[config.mk]
export PLATFORM = sky130hd
export DESIGN_NAME = reset_seq_ctrl
export DESIGN_NICKNAME = d
export VERILOG_FILES = /design/src/rtl/reset_seq_ctrl.sv
export SDC_FILE = /design/constraint.sdc
export NUM_CORES = 1
export LEC_CHECK = 0
export CAP_MARGIN = 20
export CORE_ASPECT_RATIO = 0.9
export CORE_MARGIN = 10
export CORE_UTILIZATION = 49
export DETAILED_ROUTE_END_ITERATION = 10
export PLACE_DENSITY = 0.81
export RECOVER_POWER = 100
export SLEW_MARGIN = 15
export SYNTH_ARGS = -nofsm -noshare
export SYNTH_HDL_FRONTEND = slang
export SYNTH_SLANG_ARGS = --single-unit
[constraint.sdc]
create_clock -name clk -period 2.4 [get_ports clk]
set_clock_uncertainty 0.2 [all_clocks]
set_input_delay 0.36 -clock clk [delete_from_list [all_inputs] [get_ports clk]]
set_output_delay 0.36 -clock clk [all_outputs]
set_load 0.05 [all_outputs]
[src/rtl/reset_seq_ctrl.sv]
// -----------------------------------------------------------------------------
// reset_seq_ctrl
//   Multi-level reset sequencer. NUM_LVL active-low reset requests are
//   arbitrated by fixed priority (level 0 highest, the power-on class). The
//   winning level drives one output reset line, picked through LVL_MAP. Each
//   sequence is a check / assert / hold / release handshake against the line
//   status feedback, with a programmable settle delay per phase. An optional
//   watchdog aborts any timed phase whose status never settles, and the abort
//   is latched in a sticky error flag.
//
// Ports
//   clk         in   1        system clock
//   rst_n       in   1        asynchronous, active-low reset
//   req_n       in   NUM_LVL  reset requests, active low, level-held
//   cs_n        in   NUM_OUT  current status of each driven reset line
//   cs_stat_n   in   1        current status of RESETSTATz from the DSP
//   err_clr     in   1        clears err/err_lvl (single-cycle strobe)
//   rst_out_n   out  NUM_OUT  reset line drives, active low
//   busy        out  1        sequence in progress
//   active_lvl  out  3        level being serviced (valid while busy)
//   done        out  1        one-cycle pulse on normal completion
//   err         out  1        sticky watchdog abort flag
//   err_lvl     out  3        level being serviced when err was set
// -----------------------------------------------------------------------------
module reset_seq_ctrl #(
  parameter int unsigned          NUM_LVL = 4,
  parameter int unsigned          NUM_OUT = 3,
  parameter logic [8*NUM_LVL-1:0] LVL_MAP = 32'h02020100,
  parameter int unsigned          CNT_W   = 24,
  parameter logic [CNT_W-1:0]     CHK_DLY = 24'd1000,
  parameter logic [CNT_W-1:0]     AST_DLY = 24'd1000,
  parameter logic [CNT_W-1:0]     REL_DLY = 24'd1000,
  parameter logic [CNT_W-1:0]     TMO_CYC = 24'd0
) (
  input  logic               clk,
  input  logic               rst_n,
  input  logic [NUM_LVL-1:0] req_n,
  input  logic [NUM_OUT-1:0] cs_n,
  input  logic               cs_stat_n,
  input  logic               err_clr,
  output logic [NUM_OUT-1:0] rst_out_n,
  output logic               busy,
  output logic [2:0]         active_lvl,
  output logic               done,
  output logic               err,
  output logic [2:0]         err_lvl
);

  typedef enum logic [2:0] {
    ST_IDLE    = 3'd0,
    ST_CHECK   = 3'd1,
    ST_ASSERT  = 3'd2,
    ST_HOLD    = 3'd3,
    ST_RELEASE = 3'd4
  } state_t;

  localparam logic [CNT_W-1:0] CNT_ZERO = '0;
  localparam logic [CNT_W-1:0] CNT_ONE  = CNT_W'(1);

  // Lowest-index asserted request: {valid, index}.
  function automatic logic [3:0] pick_lvl(input logic [NUM_LVL-1:0] r);
    logic [3:0] res;
    res = 4'h0;
    for (int i = int'(NUM_LVL) - 1; i >= 0; i--) begin
      if (!r[i]) begin
        res = {1'b1, 3'(i)};
      end
    end
    return res;
  endfunction

  // Output line index mapped to a level; 8'hFF when the level is out of range.
  function automatic logic [7:0] line_of(input logic [2:0] l);
    logic [7:0] m;
    m = 8'hFF;
    for (int i = 0; i < int'(NUM_LVL); i++) begin
      if (l == 3'(i)) begin
        m = LVL_MAP[8*i +: 8];
      end
    end
    return m;
  endfunction

  // Line drive pattern with only line m low. A map entry beyond NUM_OUT
  // drives nothing, so at most one line is ever low.
  function automatic logic [NUM_OUT-1:0] line_mask(input logic [7:0] m);
    logic [NUM_OUT-1:0] v;
    v = '1;
    for (int j = 0; j < int'(NUM_OUT); j++) begin
      v[j] = (m != 8'(j));
    end
    return v;
  endfunction

  // Request bit of level l, read without a variable-width part select.
  function automatic logic req_at(input logic [NUM_LVL-1:0] r, input logic [2:0] l);
    logic v;
    v = 1'b1;
    for (int i = 0; i < int'(NUM_LVL); i++) begin
      if (l == 3'(i)) begin
        v = r[i];
      end
    end
    return v;
  endfunction

  state_t             state_r, state_s;
  logic [2:0]         lvl_r, lvl_s;
  logic [CNT_W-1:0]   cnt_r, cnt_s;
  logic [CNT_W-1:0]   wdog_r, wdog_s;
  logic               abort_s;
  logic               done_s;
  logic               err_s;
  logic [2:0]         err_lvl_s;
  logic [NUM_OUT-1:0] rst_out_s;
  logic               busy_s;
  logic [2:0]         active_lvl_s;

  logic [3:0]         pick_s;
  logic [NUM_OUT-1:0] cur_mask_s;
  logic               all_high_s;
  logic               hold_ok_s;
  logic               rel_ok_s;
  logic               wdog_hit_s;

  assign pick_s     = pick_lvl(req_n);
  assign cur_mask_s = line_mask(line_of(lvl_r));
  assign all_high_s = &cs_n;
  assign hold_ok_s  = (cs_n == cur_mask_s) && !cs_stat_n;
  assign rel_ok_s   = all_high_s && cs_stat_n;
  // wdog holds the cycles already spent in the phase, so the current cycle
  // is number wdog+1; the phase is abandoned on its TMO_CYC-th cycle.
  assign wdog_hit_s = (TMO_CYC != CNT_ZERO) && (wdog_r >= (TMO_CYC - CNT_ONE));

  // Next-state, counter and registered-output next values.
  always_comb begin
    state_s = state_r;
    lvl_s   = lvl_r;
    cnt_s   = cnt_r;
    wdog_s  = wdog_r;
    abort_s = 1'b0;
    done_s  = 1'b0;

    case (state_r)
      ST_IDLE: begin
        cnt_s  = CNT_ZERO;
        wdog_s = CNT_ZERO;
        if (pick_s[3]) begin
          lvl_s   = pick_s[2:0];
          state_s = (pick_s[2:0] == 3'd0) ? ST_ASSERT : ST_CHECK;
        end else begin
          state_s = ST_IDLE;
        end
      end

      ST_CHECK: begin
        if (pick_s[3] && (pick_s[2:0] < lvl_r)) begin
          // A higher-priority request restarts the check for that level.
          lvl_s   = pick_s[2:0];
          state_s = (pick_s[2:0] == 3'd0) ? ST_ASSERT : ST_CHECK;
          cnt_s   = CNT_ZERO;
          wdog_s  = CNT_ZERO;
        end else if (wdog_hit_s) begin
          abort_s = 1'b1;
        end else begin
          wdog_s = wdog_r + CNT_ONE;
          if (all_high_s) begin
            if (cnt_r >= CHK_DLY) begin
              state_s = ST_ASSERT;
              cnt_s   = CNT_ZERO;
            end else begin
              cnt_s = cnt_r + CNT_ONE;
            end
          end else begin
            cnt_s = CNT_ZERO;
          end
        end
      end

      ST_ASSERT: begin
        // The requester owns the length of this phase: no watchdog here.
        cnt_s  = CNT_ZERO;
        wdog_s = CNT_ZERO;
        if (req_at(req_n, lvl_r)) begin
          state_s = ST_HOLD;
        end else begin
          state_s = ST_ASSERT;
        end
      end

      ST_HOLD: begin
        if (wdog_hit_s) begin
          abort_s = 1'b1;
        end else begin
          wdog_s = wdog_r + CNT_ONE;
          if (hold_ok_s) begin
            if (cnt_r >= AST_DLY) begin
              state_s = ST_RELEASE;
              cnt_s   = CNT_ZERO;
              wdog_s  = CNT_ZERO;
            end else begin
              cnt_s = cnt_r + CNT_ONE;
            end
          end else begin
            cnt_s = CNT_ZERO;
          end
        end
      end

      ST_RELEASE: begin
        if (wdog_hit_s) begin
          abort_s = 1'b1;
        end else begin
          wdog_s = wdog_r + CNT_ONE;
          if (rel_ok_s) begin
            if (cnt_r >= REL_DLY) begin
              state_s = ST_IDLE;
              cnt_s   = CNT_ZERO;
              wdog_s  = CNT_ZERO;
              done_s  = 1'b1;
            end else begin
              cnt_s = cnt_r + CNT_ONE;
            end
          end else begin
            cnt_s = CNT_ZERO;
          end
        end
      end

      default: begin
        state_s = ST_IDLE;
        lvl_s   = 3'd0;
        cnt_s   = CNT_ZERO;
        wdog_s  = CNT_ZERO;
      end
    endcase

    if (abort_s) begin
      state_s = ST_IDLE;
      cnt_s   = CNT_ZERO;
      wdog_s  = CNT_ZERO;
    end else begin
      state_s = state_s;
    end

    // An abort in the same cycle as err_clr keeps the error set.
    if (abort_s) begin
      err_s     = 1'b1;
      err_lvl_s = lvl_r;
    end else if (err_clr) begin
      err_s     = 1'b0;
      err_lvl_s = 3'd0;
    end else begin
      err_s     = err;
      err_lvl_s = err_lvl;
    end

    // Outputs follow the next state so they change together with it.
    if ((state_s == ST_ASSERT) || (state_s == ST_HOLD)) begin
      rst_out_s = line_mask(line_of(lvl_s));
    end else begin
      rst_out_s = '1;
    end
    busy_s       = (state_s != ST_IDLE);
    active_lvl_s = busy_s ? lvl_s : 3'd0;
  end

  // Sequencer state, level and counters.
  always_ff @(posedge clk or negedge rst_n) begin
    if (!rst_n) begin
      state_r <= ST_IDLE;
      lvl_r   <= 3'd0;
      cnt_r   <= CNT_ZERO;
      wdog_r  <= CNT_ZERO;
    end else begin
      state_r <= state_s;
      lvl_r   <= lvl_s;
      cnt_r   <= cnt_s;
      wdog_r  <= wdog_s;
    end
  end

  // Registered outputs; reset releases every line immediately.
  always_ff @(posedge clk or negedge rst_n) begin
    if (!rst_n) begin
      rst_out_n  <= '1;
      busy       <= 1'b0;
      active_lvl <= 3'd0;
      done       <= 1'b0;
      err        <= 1'b0;
      err_lvl    <= 3'd0;
    end else begin
      rst_out_n  <= rst_out_s;
      busy       <= busy_s;
      active_lvl <= active_lvl_s;
      done       <= done_s;
      err        <= err_s;
      err_lvl    <= err_lvl_s;
    end
  end

endmodule
### Yosys cells after proc, flatten, opt, wreduce, memory -nomap -nowiden

Index checks and enable logic that the tools add are counted.
W data, S select, Z words.

| word-level totals | value |
|---|---|
| register bits | 38 |
| output and inout bits | 12 |

| cells by class | value |
|---|---|
| add/sub/neg operators | 1 |
| order comparisons | 2 |
| eq/ne operators | 17 |
| mux-type cells | 43 |
| reductions and logical operators | 14 |

Operators by type and width:

| kind | count |
|---|---|
| $mux W24 | 5 |
| $mux W8 | 9 |
| $pmux W24 S3 | 1 |
| $mux W3 | 11 |
| $add A24 B1 Y24 const B | 1 |
| $eq A3 B2 Y1 const B | 8 |
| $ge A24 B10 Y1 const B | 1 |
| $mux W4 | 4 |
| $ne A8 B1 Y1 const B | 2 |
| $ne A8 B2 Y1 const B | 2 |
| $reduce_bool A8 Y1 | 2 |
| $pmux W3 S5 | 1 |
| $logic_not A3 Y1 | 4 |
| $eq A3 B1 Y1 const B | 3 |
| $mux W1 | 9 |
| $pmux W3 S3 | 1 |
| $mux W2 | 2 |
| $eq A3 B3 Y1 | 1 |
| $eq A3 B3 Y1 const B | 1 |
| $logic_and A1 B1 Y1 | 3 |
| $lt A3 B3 Y1 | 1 |
| $reduce_and A3 Y1 | 1 |
| $reduce_bool A3 Y1 | 1 |
| $reduce_or A3 Y1 | 1 |
| 2 further kinds | 2 |

### Logic depth before layout (Yosys ltp)

| logic depth | value |
|---|---|
| word-level depth | 16 |
| mapped depth | 8 |

### Worst setup path before layout

OpenSTA, ideal clock, no wires.

| path | value |
|---|---|
| path kind | reg-to-reg |
| start | register lvl_r[1] |
| end | register rst_out_n[0] |
| library setup time | 0.104 ns |
| arrival time | 1.917 ns |
| slack | 0.179 ns |
| stages on the path, launching flop included | 8 |
| clock period less this slack | 2.221 ns |
| cell sequence | dfrtp_1 -> buf_6 -> mux2_4 -> a311oi_4 -> a21oi_2 -> mux2_4 -> a221oi_4 -> nand4_1 |

| between the ends | value |
|---|---|
| longest elaborated chain between the ends | 13 |

Ends and longest elaborated chain:

| element | RTL line | text |
|---|---|---|
| start: declaration | 108 | `logic [2:0] lvl_r, lvl_s;` |
| start signal: assignment | 277 | `lvl_r <= lvl_s;` |
| $logic_not A3 Y1 | 77, 100 |  |
| $mux W8 (4 in series) | 77 | `if (l == 3'(i)) begin` |
| $ne A8 B1 Y1, or another cell as far along | 90 | `v[j] = (m != 8'(j));` |
| $eq A3 B3 Y1 | 129 | `assign hold_ok_s = (cs_n == cur_mask_s) && !cs_stat_n;` |
| $logic_and A1 B1 Y1 | 129 |  |
| $mux W3 | 196 | `if (hold_ok_s) begin` |
| $pmux W3 S5 | 144 | `case (state_r)` |
| $eq A3 B2 Y1 | 259 | `if ((state_s == ST_ASSERT) \|\| (state_s == ST_HOLD)) begin` |
| $logic_or A1 B1 Y1 | 259 |  |
| $mux W3 (*) | 259 |  |
| via rst_out_s[0] | 115 | `logic [NUM_OUT-1:0] rst_out_s;` |
| end signal: assignment | 293 | `rst_out_n <= rst_out_s;` |
| end: declaration | 41 | `output logic [NUM_OUT-1:0] rst_out_n,` |

Mark *: on every way through the listed nets, which the timed path passes. The rest lies on a longest branch. The select of a mux whose other input is x is not followed.

### Worst setup path after layout

| path | value |
|---|---|
| start | input cs_n[2] |
| end | register active_lvl[0] |

| between the ends | value |
|---|---|
| longest elaborated chain between the ends | 6 |

Ends and longest elaborated chain:

| element | RTL line | text |
|---|---|---|
| start: declaration | 38 | `input logic [NUM_OUT-1:0] cs_n,` |
| $eq A3 B3 Y1 or $reduce_and A3 Y1 (tied branches) | 129, 128 |  |
| $logic_and A1 B1 Y1, or another cell as far along | 129 |  |
| $mux W3, on equally long branches | 196, 157, 215 |  |
| $pmux W3 S5 (*) | 144 |  |
| $reduce_bool A3 Y1 (*) | 264 | `busy_s = (state_s != ST_IDLE);` |
| $mux W3 (*) | 265 | `active_lvl_s = busy_s ? lvl_s : 3'd0;` |
| via active_lvl_s[0] | 117 | `logic [2:0] active_lvl_s;` |
| end signal: assignment | 295 | `active_lvl <= active_lvl_s;` |
| end: declaration | 43 | `output logic [2:0] active_lvl,` |

Mark *: on every way through the listed nets, which the timed path passes. The rest lies on a longest branch.

==> results.md <==
* PD cells at about 940 nW/um2
* Fraction of layout cells with a size suffix above 1 at between 20% and 30%
* Slew Limit Fails at 0
* Die height at around 79 um
* Core area at 3700 um2
* WHS at roughly 0.32 ns
* GRT Overall Usage at 11.9%
* Ant diodes at 0
* Post-synth top cells: 35 x dfrtp_1, 23 x nor2_1, 10 x nand2_1, 10 x nand3_1, 9 x a21oi_1
* Fmax achieved at 0.426 GHz
* Post-synthesis cell type count at 53
* DR vias/cell at roughly 5.3
* Routability congestion estimate at 0.858
* Ys flop type: dfrtp_1
* Port Buffers at 17
* Crit Path Class: in -> reg
* Worst Path Required at between 2 and 2.5 ns
* EDFF count, synth at 0
* Area leader, netlist: dfrtp_1
* Post-Synth Adder-Cell Area at under 10%
* H-Tree Depth at 2
* Setup Viol. Count Final at 0
* Sink Count at 38
* Dpl ws at -0.318 ns
* Drt first pass iters at 4
* Antenna Violating Nets Remaining at 0
* Final Cycle Share at approximately 98%
* Max Cap Viol at 0
* Global route total overflow at 0
* Synth-to-Final Area Change at 29.0%
* TritonCTS clock tree: yes
* CTS clock-pin slew for the worst setup and hold paths at 0.07 ns
* Crit start category: input pin
* Mux cell area share after synthesis at 2.98%
* Filler cell count at approximately 290
* Nets at 244
* Antenna violations before repair at 0
* Fin crit period at between 2 and 2.5 ns
* Detailed Place HPWL at 2840 um
* Crit path largest cell delay at just over 0.5 ns
* Routed WL at 3960 um
* Clock Latency Late Sink at 0.29 ns
* DRC viols at 0
* Area share of the largest cell type after synthesis at 46.4%
* Global-route wire length before repair at between 6000 and 7000 um
* Starting DRT DRC Count at 63
* Final std cells w/o fill at roughly 280
* Leakage at ~1.1 nW
* Top cells by area, synth: dfrtp_1 46%, nor2_1 4.6%, dfstp_2 4.2%
* DR vias at 1468
* Max Buffers Root-to-Sink at 2
* CP dominant cell by count: a21oi_1
* Setup ws final at 0.0543 ns
* Synth Area in XOR/XNOR at 3.71%
* Clock root cell: clkbuf_8
* Slew headroom at between 40% and 50%
* VDD IR max at 0.776 mV
* Slew of the pin with the lowest slew margin at roughly 0.90 ns
* Cell Rows at 21
* Outcome: finished, final reports clean
* Final Hold Fails at 0
* Average size of a mapped cell at 10.7 um2
* Die Footprint at between 6000 and 7000 um2
* Vias in the first global route at 1385
* YS warnings at 0
* Simple-Gate Fraction of Synth Area at 18.5%
* Cells along the critical path: clkdlybuf4s50_1 -> or4bb_1 -> a21oi_1 -> o21ai_1 -> o31a_1 -> nor3_4 -> a21oi_1
* Worst Path Arrival at 2.31 ns
* TritonCTS Buffers at 5
* Mapped Cells at 177
* Routed WL per cell at approximately 14 um
* Synth Area in Compound Gates at ~17%
* Crit-path max FO at 4
* Pin count of the biggest net entering global routing at 39
* Worst hold path type: reg -> reg
* Die width at ~85 um
* Endpoint class of the critical path: flop
* Largest family of logic cells by synthesized area: simple AND/OR/NAND/NOR gates
* Mapped cell area at 1890 um2
* Initial Util at between 50% and 60%
* Placed cells at 265
* Async SR Flop Fraction at 100%
* Seq cells post-synth at 38
* Sequential share of the synthesized area at 50.6%
* Worst path slowest cell: clkdlybuf4s50_1
* Most frequent cell after synthesis: dfrtp_1
* Ports at 23
## stage by stage
step                      setup TNS (ns)  cell area, um2  power (W)  util [%]
after floorplan                        0            1950    0.00145         -
after global placement             -4.47            2240    0.00167      60.4
after detailed placement           -5.52            2240    0.00170      60.4
after CTS                              0            2360    0.00224      63.7
after global routing             -0.0285            2430    0.00242      65.7
final                                  0            2430    0.00229      65.7
## power by group
part           switching, W  total (W)  internal, W
combinational      0.000553   0.000930     0.000377
sequential        0.0000885   0.000826     0.000738
clock              0.000229   0.000538     0.000309
## logic make-up after synthesis
logic type | after synthesis
AO/OA/AOI/OAI | 39
XOR/XNOR | 8
adder cells (fa/ha/maj) | 2
buffers and inverters | 18
flip-flops | 38
multiplexers | 3
other | 1
AND/OR/NAND/NOR | 68
## worst max-delay path: cells and delay by family
family / cells / cell delay [ns]
AOI/OAI and AO/OA: 4 / 0.84
and+or+nand+nor: 2 / 0.59
buffers and inverters: 1 / 0.51
## path summary, 6_finish.rpt
kind                               start  cells after the start            end  slack (ns)
worst max-delay path             cs_n[2]                      7  active_lvl[0]        0.05
worst min-delay path            cnt_r[0]                      1       cnt_r[0]        0.32
worst max register to register  lvl_r[0]                      6  active_lvl[0]        0.08
worst min register to register  cnt_r[0]                      1       cnt_r[0]        0.32
max in group asynchronous          rst_n                      2       lvl_r[0]        0.85
min in group asynchronous          rst_n                      2       cnt_r[6]        0.53
## state kept, by name, indices dropped and copies added (netlist names)
signal	cells
lvl_r	3
state_r	3
rst_out_n	3
cnt_r	24
active_lvl	3
busy	1
done	1
## final cells by class
type | instances | area, um2 | area share, %
clock buffers | 5 | 68.8 | 2.83
clock inverters | 3 | 45.0 | 1.85
inverters | 9 | 33.8 | 1.39
multi-input cells | 138 | 941 | 38.6
flip-flops and latches | 38 | 957 | 39.3
well taps | 46 | 57.6 | 2.36
repair buffers | 39 | 332 | 13.6
## timing repair
item / CTS / global route
resized for setup: 1 / 9
hold buffers: 1 / 0
buffers inserted: 0 / 4
pin swaps: 4 / 6
endpoints found under the hold margin: 35 / 0
setup endpoints to repair: 4 / 17
## cell usage in the layout, fill, tap and decap left out, types with 3 or more instances in the layout
master	instances
buf_4	20
nand2_1	10
nor2_1	23
a21oi_1	7
clkbuf_8	5
o31ai_1	5
dlygate4sd3_1	10
nor4_1	3
xnor2_1	3
dfrtp_1	33
and2_1	3
o21ai_0	3
nand3_1	10
conb_1	18
nor3_1	4
xor2_1	5
inv_1	7
a21oi_2	3
clkdlybuf4s50_1	5
dfstp_2	3
## per-layer routing
layer	share of wire, %	track usage, %	up-vias	wire length, um
met5	0	0	-	0
met4	1.5	5.76	0	59
met3	6.8	5.10	5	269
met1	45	14.2	710	1760
li1	-	-	713	-
met2	47	17.9	40	1860
Note: power is estimated with default switching activity, not from simulation.
